### src/rtl/med_sched_pkg.sv
// Shared types and widths for the median filter frame scheduler.
package med_sched_pkg;

    localparam int CNT_W = 11;
    localparam int PIX_W = 8;

    typedef enum logic [2:0] {
        ST_IDLE   = 3'd0,
        ST_LEAD   = 3'd1,
        ST_ACTIVE = 3'd2,
        ST_HBLANK = 3'd3,
        ST_DRAIN  = 3'd4
    } state_t;

endpackage

### src/rtl/med_sched_timing.sv
// Horizontal/vertical position counters for one generated frame, with the
// strobes the scheduler FSM steps on (active-line end, line end, lead-in end, frame end).
module med_sched_timing
    import med_sched_pkg::*;
#(
    parameter int IMG_HDISP = 400,
    parameter int IMG_VDISP = 300,
    parameter int H_BLANK   = 16,
    parameter int V_BLANK   = 4
) (
    input  logic clk,
    input  logic rst,
    input  logic clr,
    input  logic en,
    output logic hact_end,
    output logic line_end,
    output logic lead_end,
    output logic frame_end
);

    localparam logic [CNT_W-1:0] H_ACT_LAST  = CNT_W'(IMG_HDISP - 1);
    localparam logic [CNT_W-1:0] H_LAST      = CNT_W'(IMG_HDISP + H_BLANK - 1);
    localparam logic [CNT_W-1:0] V_LEAD_LAST = CNT_W'(V_BLANK - 1);
    localparam logic [CNT_W-1:0] V_LAST      = CNT_W'(V_BLANK + IMG_VDISP - 1);

    logic [CNT_W-1:0] h_cnt;
    logic [CNT_W-1:0] v_cnt;

    // v_cnt spans lead-in lines and active lines alike; line 0 of the image is v_cnt == V_BLANK.
    always_ff @(posedge clk) begin
        if (rst || clr) begin
            h_cnt <= '0;
            v_cnt <= '0;
        end else if (en) begin
            if (line_end) begin
                h_cnt <= '0;
                v_cnt <= v_cnt + 1'b1;
            end else begin
                h_cnt <= h_cnt + 1'b1;
            end
        end
    end

    assign hact_end  = (h_cnt == H_ACT_LAST);
    assign line_end  = (h_cnt == H_LAST);
    assign lead_end  = line_end && (v_cnt == V_LEAD_LAST);
    assign frame_end = line_end && (v_cnt == V_LAST);

endmodule

### src/rtl/median_frame_scheduler.sv
// Frame controller in front of the median filter: synthesises vsync/href timing, tracks the
// filter's delayed output to frame completion. Bypass routing is built only with MED_SCHED_BYPASS_EN.
module median_frame_scheduler
    import med_sched_pkg::*;
#(
    parameter int IMG_HDISP = 400,
    parameter int IMG_VDISP = 300,
    parameter int H_BLANK   = 16,
    parameter int V_BLANK   = 4,
    parameter int DRAIN_MAX = 4096
) (
    input  logic             clk,
    input  logic             rst,
    input  logic             start,
    input  logic             bypass_req,
    input  logic             src_valid,
    input  logic [PIX_W-1:0] src_gray,
    output logic             src_ready,
    output logic             per_img_vsync,
    output logic             per_img_href,
    output logic [PIX_W-1:0] per_img_gray,
    input  logic             post_img_vsync,
    input  logic             post_img_href,
    input  logic [PIX_W-1:0] post_img_gray,
    output logic             out_img_vsync,
    output logic             out_img_href,
    output logic [PIX_W-1:0] out_img_gray,
    output logic             busy,
    output logic             frame_done,
    output logic             underrun,
    output logic             timeout,
    output logic [2:0]       dbg_state
);

    localparam int WD_W = $clog2(DRAIN_MAX + 1);
    localparam logic [WD_W-1:0]  WD_LAST   = WD_W'(DRAIN_MAX - 1);
    localparam logic [CNT_W-1:0] FALL_ALL  = CNT_W'(IMG_VDISP);
    localparam logic [CNT_W-1:0] FALL_LAST = CNT_W'(IMG_VDISP - 1);

    state_t           state;
    state_t           state_nxt;
    logic             accept;
    logic             running;
    logic             hact_end;
    logic             line_end;
    logic             lead_end;
    logic             frame_end;
    logic             gen_vsync;
    logic             gen_href;
    logic [PIX_W-1:0] gen_gray;
    logic             bypass_q;
    logic             post_href_d;
    logic             fall_now;
    logic             fall_complete;
    logic [CNT_W-1:0] fall_cnt;
    logic [WD_W-1:0]  wd_cnt;
    logic             drain_done;
    logic             wd_expire;

    assign accept    = (state == ST_IDLE) && start;
    assign running   = (state == ST_LEAD) || (state == ST_ACTIVE) || (state == ST_HBLANK);
    assign dbg_state = state;

    // Source handshake: a pixel slot is consumed on every cycle src_ready is high, whatever
    // src_valid says. Geometry never stalls; a slot with src_valid low is a starve and becomes 0.
    assign src_ready = (state == ST_ACTIVE);

    med_sched_timing #(
        .IMG_HDISP (IMG_HDISP),
        .IMG_VDISP (IMG_VDISP),
        .H_BLANK   (H_BLANK),
        .V_BLANK   (V_BLANK)
    ) u_timing (
        .clk       (clk),
        .rst       (rst),
        .clr       (accept),
        .en        (running),
        .hact_end  (hact_end),
        .line_end  (line_end),
        .lead_end  (lead_end),
        .frame_end (frame_end)
    );

    // Filter latency can exceed a line, so falling edges are counted from LEAD onward, not only in DRAIN.
    assign fall_now      = post_href_d & ~post_img_href;
    assign fall_complete = (fall_cnt == FALL_ALL) || (fall_now && (fall_cnt == FALL_LAST));

    always_comb begin
        state_nxt  = state;
        drain_done = 1'b0;
        wd_expire  = 1'b0;
        case (state)
            ST_IDLE: begin
                if (start) state_nxt = ST_LEAD;
            end
            ST_LEAD: begin
                if (lead_end) state_nxt = ST_ACTIVE;
            end
            ST_ACTIVE: begin
                if (hact_end) state_nxt = ST_HBLANK;
            end
            ST_HBLANK: begin
                if (line_end) state_nxt = frame_end ? ST_DRAIN : ST_ACTIVE;
            end
            ST_DRAIN: begin
                if (bypass_q || fall_complete) begin
                    drain_done = 1'b1;
                    state_nxt  = ST_IDLE;
                end else if (wd_cnt == WD_LAST) begin
                    wd_expire = 1'b1;
                    state_nxt = ST_IDLE;
                end
            end
            default: state_nxt = ST_IDLE;
        endcase
    end

    always_ff @(posedge clk) begin
        if (rst) state <= ST_IDLE;
        else     state <= state_nxt;
    end

    always_ff @(posedge clk) begin
        if (rst) begin
            post_href_d <= 1'b0;
            fall_cnt    <= '0;
            wd_cnt      <= '0;
        end else begin
            post_href_d <= post_img_href;
            if (accept)
                fall_cnt <= '0;
            else if ((state != ST_IDLE) && fall_now && (fall_cnt != FALL_ALL))
                fall_cnt <= fall_cnt + 1'b1;
            wd_cnt <= (state == ST_DRAIN) ? wd_cnt + 1'b1 : '0;
        end
    end

    always_ff @(posedge clk) begin
        if (rst) begin
            busy       <= 1'b0;
            frame_done <= 1'b0;
            underrun   <= 1'b0;
            timeout    <= 1'b0;
        end else begin
            frame_done <= drain_done | wd_expire;
            if (accept) begin
                busy     <= 1'b1;
                underrun <= 1'b0;
                timeout  <= 1'b0;
            end else begin
                if (drain_done || wd_expire)
                    busy <= 1'b0;
                if ((state == ST_ACTIVE) && !src_valid)
                    underrun <= 1'b1;
                if (wd_expire)
                    timeout <= 1'b1;
            end
        end
    end

    // Generated stream lags the state by one cycle, so vsync/href line up with the registered pixel.
    always_ff @(posedge clk) begin
        if (rst) begin
            gen_vsync <= 1'b0;
            gen_href  <= 1'b0;
            gen_gray  <= '0;
        end else begin
            gen_vsync <= running;
            gen_href  <= (state == ST_ACTIVE);
            gen_gray  <= ((state == ST_ACTIVE) && src_valid) ? src_gray : '0;
        end
    end

`ifdef MED_SCHED_BYPASS_EN
    always_ff @(posedge clk) begin
        if (rst)         bypass_q <= 1'b0;
        else if (accept) bypass_q <= bypass_req;
    end

    assign out_img_vsync = bypass_q ? gen_vsync : post_img_vsync;
    assign out_img_href  = bypass_q ? gen_href  : post_img_href;
    assign out_img_gray  = bypass_q ? gen_gray  : post_img_gray;
`else
    logic unused_bypass_req;
    assign unused_bypass_req = bypass_req;
    assign bypass_q          = 1'b0;

    assign out_img_vsync = post_img_vsync;
    assign out_img_href  = post_img_href;
    assign out_img_gray  = post_img_gray;
`endif

    assign per_img_vsync = gen_vsync & ~bypass_q;
    assign per_img_href  = gen_href & ~bypass_q;
    assign per_img_gray  = bypass_q ? '0 : gen_gray;

endmodule
### config.mk
export PLATFORM = sky130hd
export DESIGN_NAME = median_frame_scheduler
export DESIGN_NICKNAME = d
export VERILOG_FILES = /design/src/rtl/med_sched_pkg.sv /design/src/rtl/med_sched_timing.sv /design/src/rtl/median_frame_scheduler.sv
export SDC_FILE = /design/constraint.sdc
export NUM_CORES = 1
export LEC_CHECK = 0
export BUFFER_PORTS_ARGS = -buffer_cell sky130_fd_sc_hd__buf_2
export CELL_PAD_IN_SITES_DETAIL_PLACEMENT = 1
export CELL_PAD_IN_SITES_GLOBAL_PLACEMENT = 1
export CORE_MARGIN = 10
export CORE_UTILIZATION = 41
export CTS_BUF_LIST = sky130_fd_sc_hd__clkbuf_4 sky130_fd_sc_hd__clkbuf_8 sky130_fd_sc_hd__clkbuf_16
export DETAILED_ROUTE_END_ITERATION = 6
export GPL_ROUTABILITY_DRIVEN = 1
export PLACE_DENSITY = 0.84
export RECOVER_POWER = 25
export REMOVE_ABC_BUFFERS = 1
export SYNTH_ARGS = -nofsm -noshare
export SYNTH_HDL_FRONTEND = slang
export SYNTH_SLANG_ARGS = --single-unit
### constraint.sdc
create_clock -name clk -period 2.3 [get_ports clk]
set_input_delay 0.345 -clock clk [delete_from_list [all_inputs] [get_ports clk]]
set_output_delay 0.345 -clock clk [all_outputs]
set_load 0.01 [all_outputs]
== After elaboration in Yosys (flattened, before gate mapping) ==
Cells that the tools add are included.

* Output and inout bits: 28
* Register bits after elaboration: 64
* Input port bits: 23

* Reduce and logical (&&, ||, !) cells: 22
* Multiplexer cells: 16
* Eq/ne operators: 17
* Bitwise logic cells: 5
* $add $sub $neg: 4

{| class="wikitable"
|+ Operators by type and width
! operator !! number
|-
| 11-bit by 9-bit equality test with 1-bit output, second input constant || 5
|-
| 11-bit by 1-bit adder with 11-bit output, second input constant || 3
|-
| 3-bit two-way mux || 7
|-
| 3-bit case mux with 5 select lines || 1
|-
| 13-bit by 1-bit adder with 13-bit output, second input constant || 1
|-
| 13-bit by 12-bit equality test with 1-bit output, second input constant || 1
|-
| 11-bit by 2-bit equality test with 1-bit output, second input constant || 1
|-
| 11-bit two-way mux || 1
|-
| 11-bit by 9-bit inequality test with 1-bit output, second input constant || 1
|-
| 1-bit logical AND || 8
|-
| 1-bit two-way mux || 7
|-
| 3-bit by 2-bit equality test with 1-bit output, second input constant || 2
|-
| 2-bit OR reduction || 3
|-
| 1-bit logical OR || 5
|-
| 5-bit AND reduction || 1
|-
| 2-bit by 1-bit inequality test with 1-bit output, second input constant || 2
|-
| 2-bit inequality test, second input constant || 2
|-
| 3-bit by 1-bit equality test with 1-bit output, second input constant || 1
|-
| 3-bit equality test, second input constant || 1
|-
| 3-bit logical NOT || 1
|-
| 3-bit inequality test, second input constant || 1
|-
| 1-bit NOT || 3
|-
| 3-bit nonzero test || 1
|-
| 2-bit AND reduction || 1
|-
| 4 further kinds || 4
|}

== Depth between registers and ports, before layout ==
* Depth in word-level cells: 9
* Gate-level depth with buffers: 7

== Cells and area by module ==
Synthesis repeated with hierarchy kept, for this count alone.

* Cell total of the unflattened synthesis: 337
* Area, all modules: 2,990.4 um^2

{| class="wikitable"
|+ Modules (own cells, without submodules)
! module !! cells each !! times used !! area an instance (um^2)
|-
| median_frame_scheduler || 204 || 1 || 1,889.3
|-
| med_sched_timing || 133 || 1 || 1,101.1
|}

== Worst setup path after synthesis ==
OpenSTA, ideal clock, no wires.

* Path type: register to register
* From: register u_timing.h_cnt[0]
* To: register u_timing.v_cnt[6]
* Required time: 2,175 ps
* Cell stages (with the launch flop): 8
* Arrival: 1,973 ps
* Period minus slack after synthesis: 2,099 ps
* Setup slack: 201 ps
* Path buffers: 1
* Cell sequence: dfxtp_1 > ha_1 > nand4_4 > or4_4 > buf_6 > or4_4 > xor2_1 > nor2_2

* Word-level cells in the longest chain between the ends: 2

{| class="wikitable"
|+ Ends and longest elaborated chain
! item !! line !! source
|-
| from (decl) || med_sched_timing.sv:26 || <nowiki>logic [CNT_W-1:0] h_cnt;</nowiki>
|-
| from (signal assigned) || med_sched_timing.sv:39 || <nowiki>h_cnt <= h_cnt + 1'b1;</nowiki>
|-
| 11-bit by 9-bit equality test with 1-bit output || med_sched_timing.sv:45 || <nowiki>assign line_end = (h_cnt == H_LAST);</nowiki>
|-
| 2-bit AND reduction (no source line) || n/a ||
|-
| to (signal assigned) || med_sched_timing.sv:37 || <nowiki>v_cnt <= v_cnt + 1'b1;</nowiki>
|-
| to (decl) || med_sched_timing.sv:27 || <nowiki>logic [CNT_W-1:0] v_cnt;</nowiki>
|}

Every way passes these cells.
A chain may end at the register's enable or synchronous reset.

== Final worst setup path ==
Same ends and word-level chain as after synthesis.

==> run metrics <==
outcome=finished, final reports clean; DR WL/cell=about 15 microns; synth-to-layout area growth=11.91%; routability cong.=between 0.8 and 0.9; asr flop ratio synth=0%; Arr. time, crit path=between 2 and 2.5 ns; Final TNS setup=0 ns; CP Launch Type=flip-flop; CTS clk-pin slew, worst paths=approximately 0.080 ns; fillcell total=approximately 800; crit path time final=between 2 and 2.5 ns; Clock Skews=~0.010 ns; # IOs=~50; leak pwr=approximately 1.2 nW; CP top delay family=simple AND/OR/NAND/NOR gates; Core Area=0.006719 sq mm; PwrDens=between 600 and 700 mW/mm^2; Seq/Total Area, Yosys=45.49%; DRC viols=0; Layout Nets=370; distinct cell type count of the synthesized netlist=44; Final Cycle Share=94.07%; clk root buf=clkbuf_8; Crit path required time=roughly 2.5 ns; number of diodes=0; Post-Route WL=roughly 6500 microns; Non-Filler Instances=roughly 430; H-tree depth=3; Slew Viols, Final=0; Clock Path Buffers=2; drt pass-1 iters=4; Mapped Cells=approximately 320; final setup vio count=0; Sink Count=64; Post-synth top flop=dfxtp_1; worst vdd ir=around 0.30 mV; layout cells sized above 1=12.68%; max-cap check violation count=0; via count=around 2200; gr ovfl total=0; CP Capture Type=flip-flop; crit-path cells=ha_1 -> nand4_4 -> or4_4 -> or4_4 -> xor2_1 -> nor2_2; worst r2r path cells=6; post-CTS setup buffers=0; crit path max fanout=7; Setup CP Type=flip-flop to flip-flop; Post-synth EDFFs=0; first-iteration detailed-routing DRC count=between 80 and 90; row cnt=30; CTS tree=done; most used cell, CP=or4_4; WP buf/inv=0; Hold Vio Cnt, Final=0; Initial Util=41.92%; RSZ-0062 raised after global routing=false; number of global-route vias before repair=2354; Die Wd=102.9 microns; delay of the slowest cell on the worst path=0.60 ns; post-CTS resize count=0; leading cell type in the layout, fill and taps excluded=dfxtp_1; post-route cell area=between 0.003 and 0.004 sq mm; Hold Path Stages=2; die footprint=0.01058 sq mm; post-detail-place hpwl=~4700 microns; Hold-fix buffers, CTS=0; Inst Count DP=411; antenna violations before repair=0; hold slack=between 0.2 and 0.25 ns; post-synthesis instance area=0.002816 sq mm; largest net degree at the start of global routing=26; Routed Antenna Nets=0; Slew HR=55.50%; Syn. warnings=0; port bufs=31; cts bufs inserted=9; Crit-path slowest cell=or4_4; maximum operating frequency=about 460 MHz; clock latency on the worst-skew pair=around 0.34 ns; via/cell ratio=5.265; chip height=102.9 microns; most frequent cells in the layout=dfxtp_1, nor2_1, xor2_1; first-pass GRT wire length=10960 microns; final setup margin=approximately 0.14 ns; placed inst area=around 0.003 sq mm; Avg Cell Area, Syn=around 9 sq um; Yosys reg bits=64; Worst Hold Class=primary input to flip-flop; worst-margin pin slew=0.6586 ns; GRT Total Usage=about an eighth; critical path depth=6; pre-CTS WS=between 0.15 and 0.2 ns
==> power breakdown <==
part | switching, W | internal, W
clock network | 0.000433 | 0.000462
logic | 0.0000798 | 0.0000424
registers | 0.0000102 | 0.00112
total | 0.000523 | 0.00163
==> per-layer routing <==
layer | vias up | GRT usage, % | routed length [microns]
met3 | 8 | 4.021 | 362
li1 | 1116 | - | -
met5 | - | 0 | 0
met1 | 1079 | 15.01 | 2968
met4 | 0 | 4.813 | 81
met2 | 45 | 21.50 | 3061
==> cell type report <==
| class | count | area [sq um] | share of cell area [%] |
|---|---|---|---|
| flip-flops and latches | 64 | 1281 | 40.65 |
| clock inverters | 4 | 28.78 | 0.9131 |
| well taps | 80 | 100.1 | 3.176 |
| repair buffers | 36 | 172.7 | 5.478 |
| clock buffers | 12 | 158.9 | 5.042 |
| multi-input cells | 221 | 1373 | 43.55 |
| inverters | 10 | 37.54 | 1.191 |
==> final timing paths <==
path	end	startpoint	slack (ns)
hold reg to reg	wd_cnt[0]	wd_cnt[0]	0.46
setup / recovery	u_timing.v_cnt[6]	u_timing.h_cnt[0]	0.14
setup reg to reg	u_timing.v_cnt[6]	u_timing.h_cnt[0]	0.14
hold / removal	per_img_gray[2]	src_gray[2]	0.24
==> sequential cells by signal, indices dropped and copies added (netlist names) <==
register and flops:
per_img_vsync 1, frame_done 1, dbg_state 3, u_timing.v_cnt 11
underrun 1, timeout 1, per_img_href 1, per_img_gray 8
u_timing.h_cnt 11, wd_cnt 13, post_href_d 1, busy 1
fall_cnt 11
==> synthesized netlist by cell type (5+ instances only) <==
cell type / instances / area share (%)
a21oi_1: 6 / 1.1
and3_1: 17 / 3.8
xnor2_1: 14 / 4.4
buf_4: 10 / 2.7
nand2_1: 20 / 2.7
nor3_1: 6 / 1.1
ha_1: 5 / 2.2
dfxtp_1: 64 / 45
inv_1: 10 / 1.3
nand4_1: 10 / 2.2
clkbuf_1: 9 / 1.2
nor2_1: 54 / 7.2
nand3_1: 14 / 2.5
xor2_1: 25 / 7.8
==> kinds of logic after synthesis <==
group	synth area share [%]
fa+ha+maj	2.221
mux	0.3554
compound gates	4.532
simple gates	29.50
flops	45.49
buf+inv	5.775
xor+xnor	12.13
==> metrics by stage <==
stage | utilization (%) | power, W
after detailed placement | 44.41 | 0.001286
after CTS | 47.21 | 0.002183
after floorplan | - | 0.001225
final | 46.91 | 0.002150
after global routing | 46.91 | 0.002254
after global placement | 44.41 | 0.001283
Power figures use the tool's default switching activity.
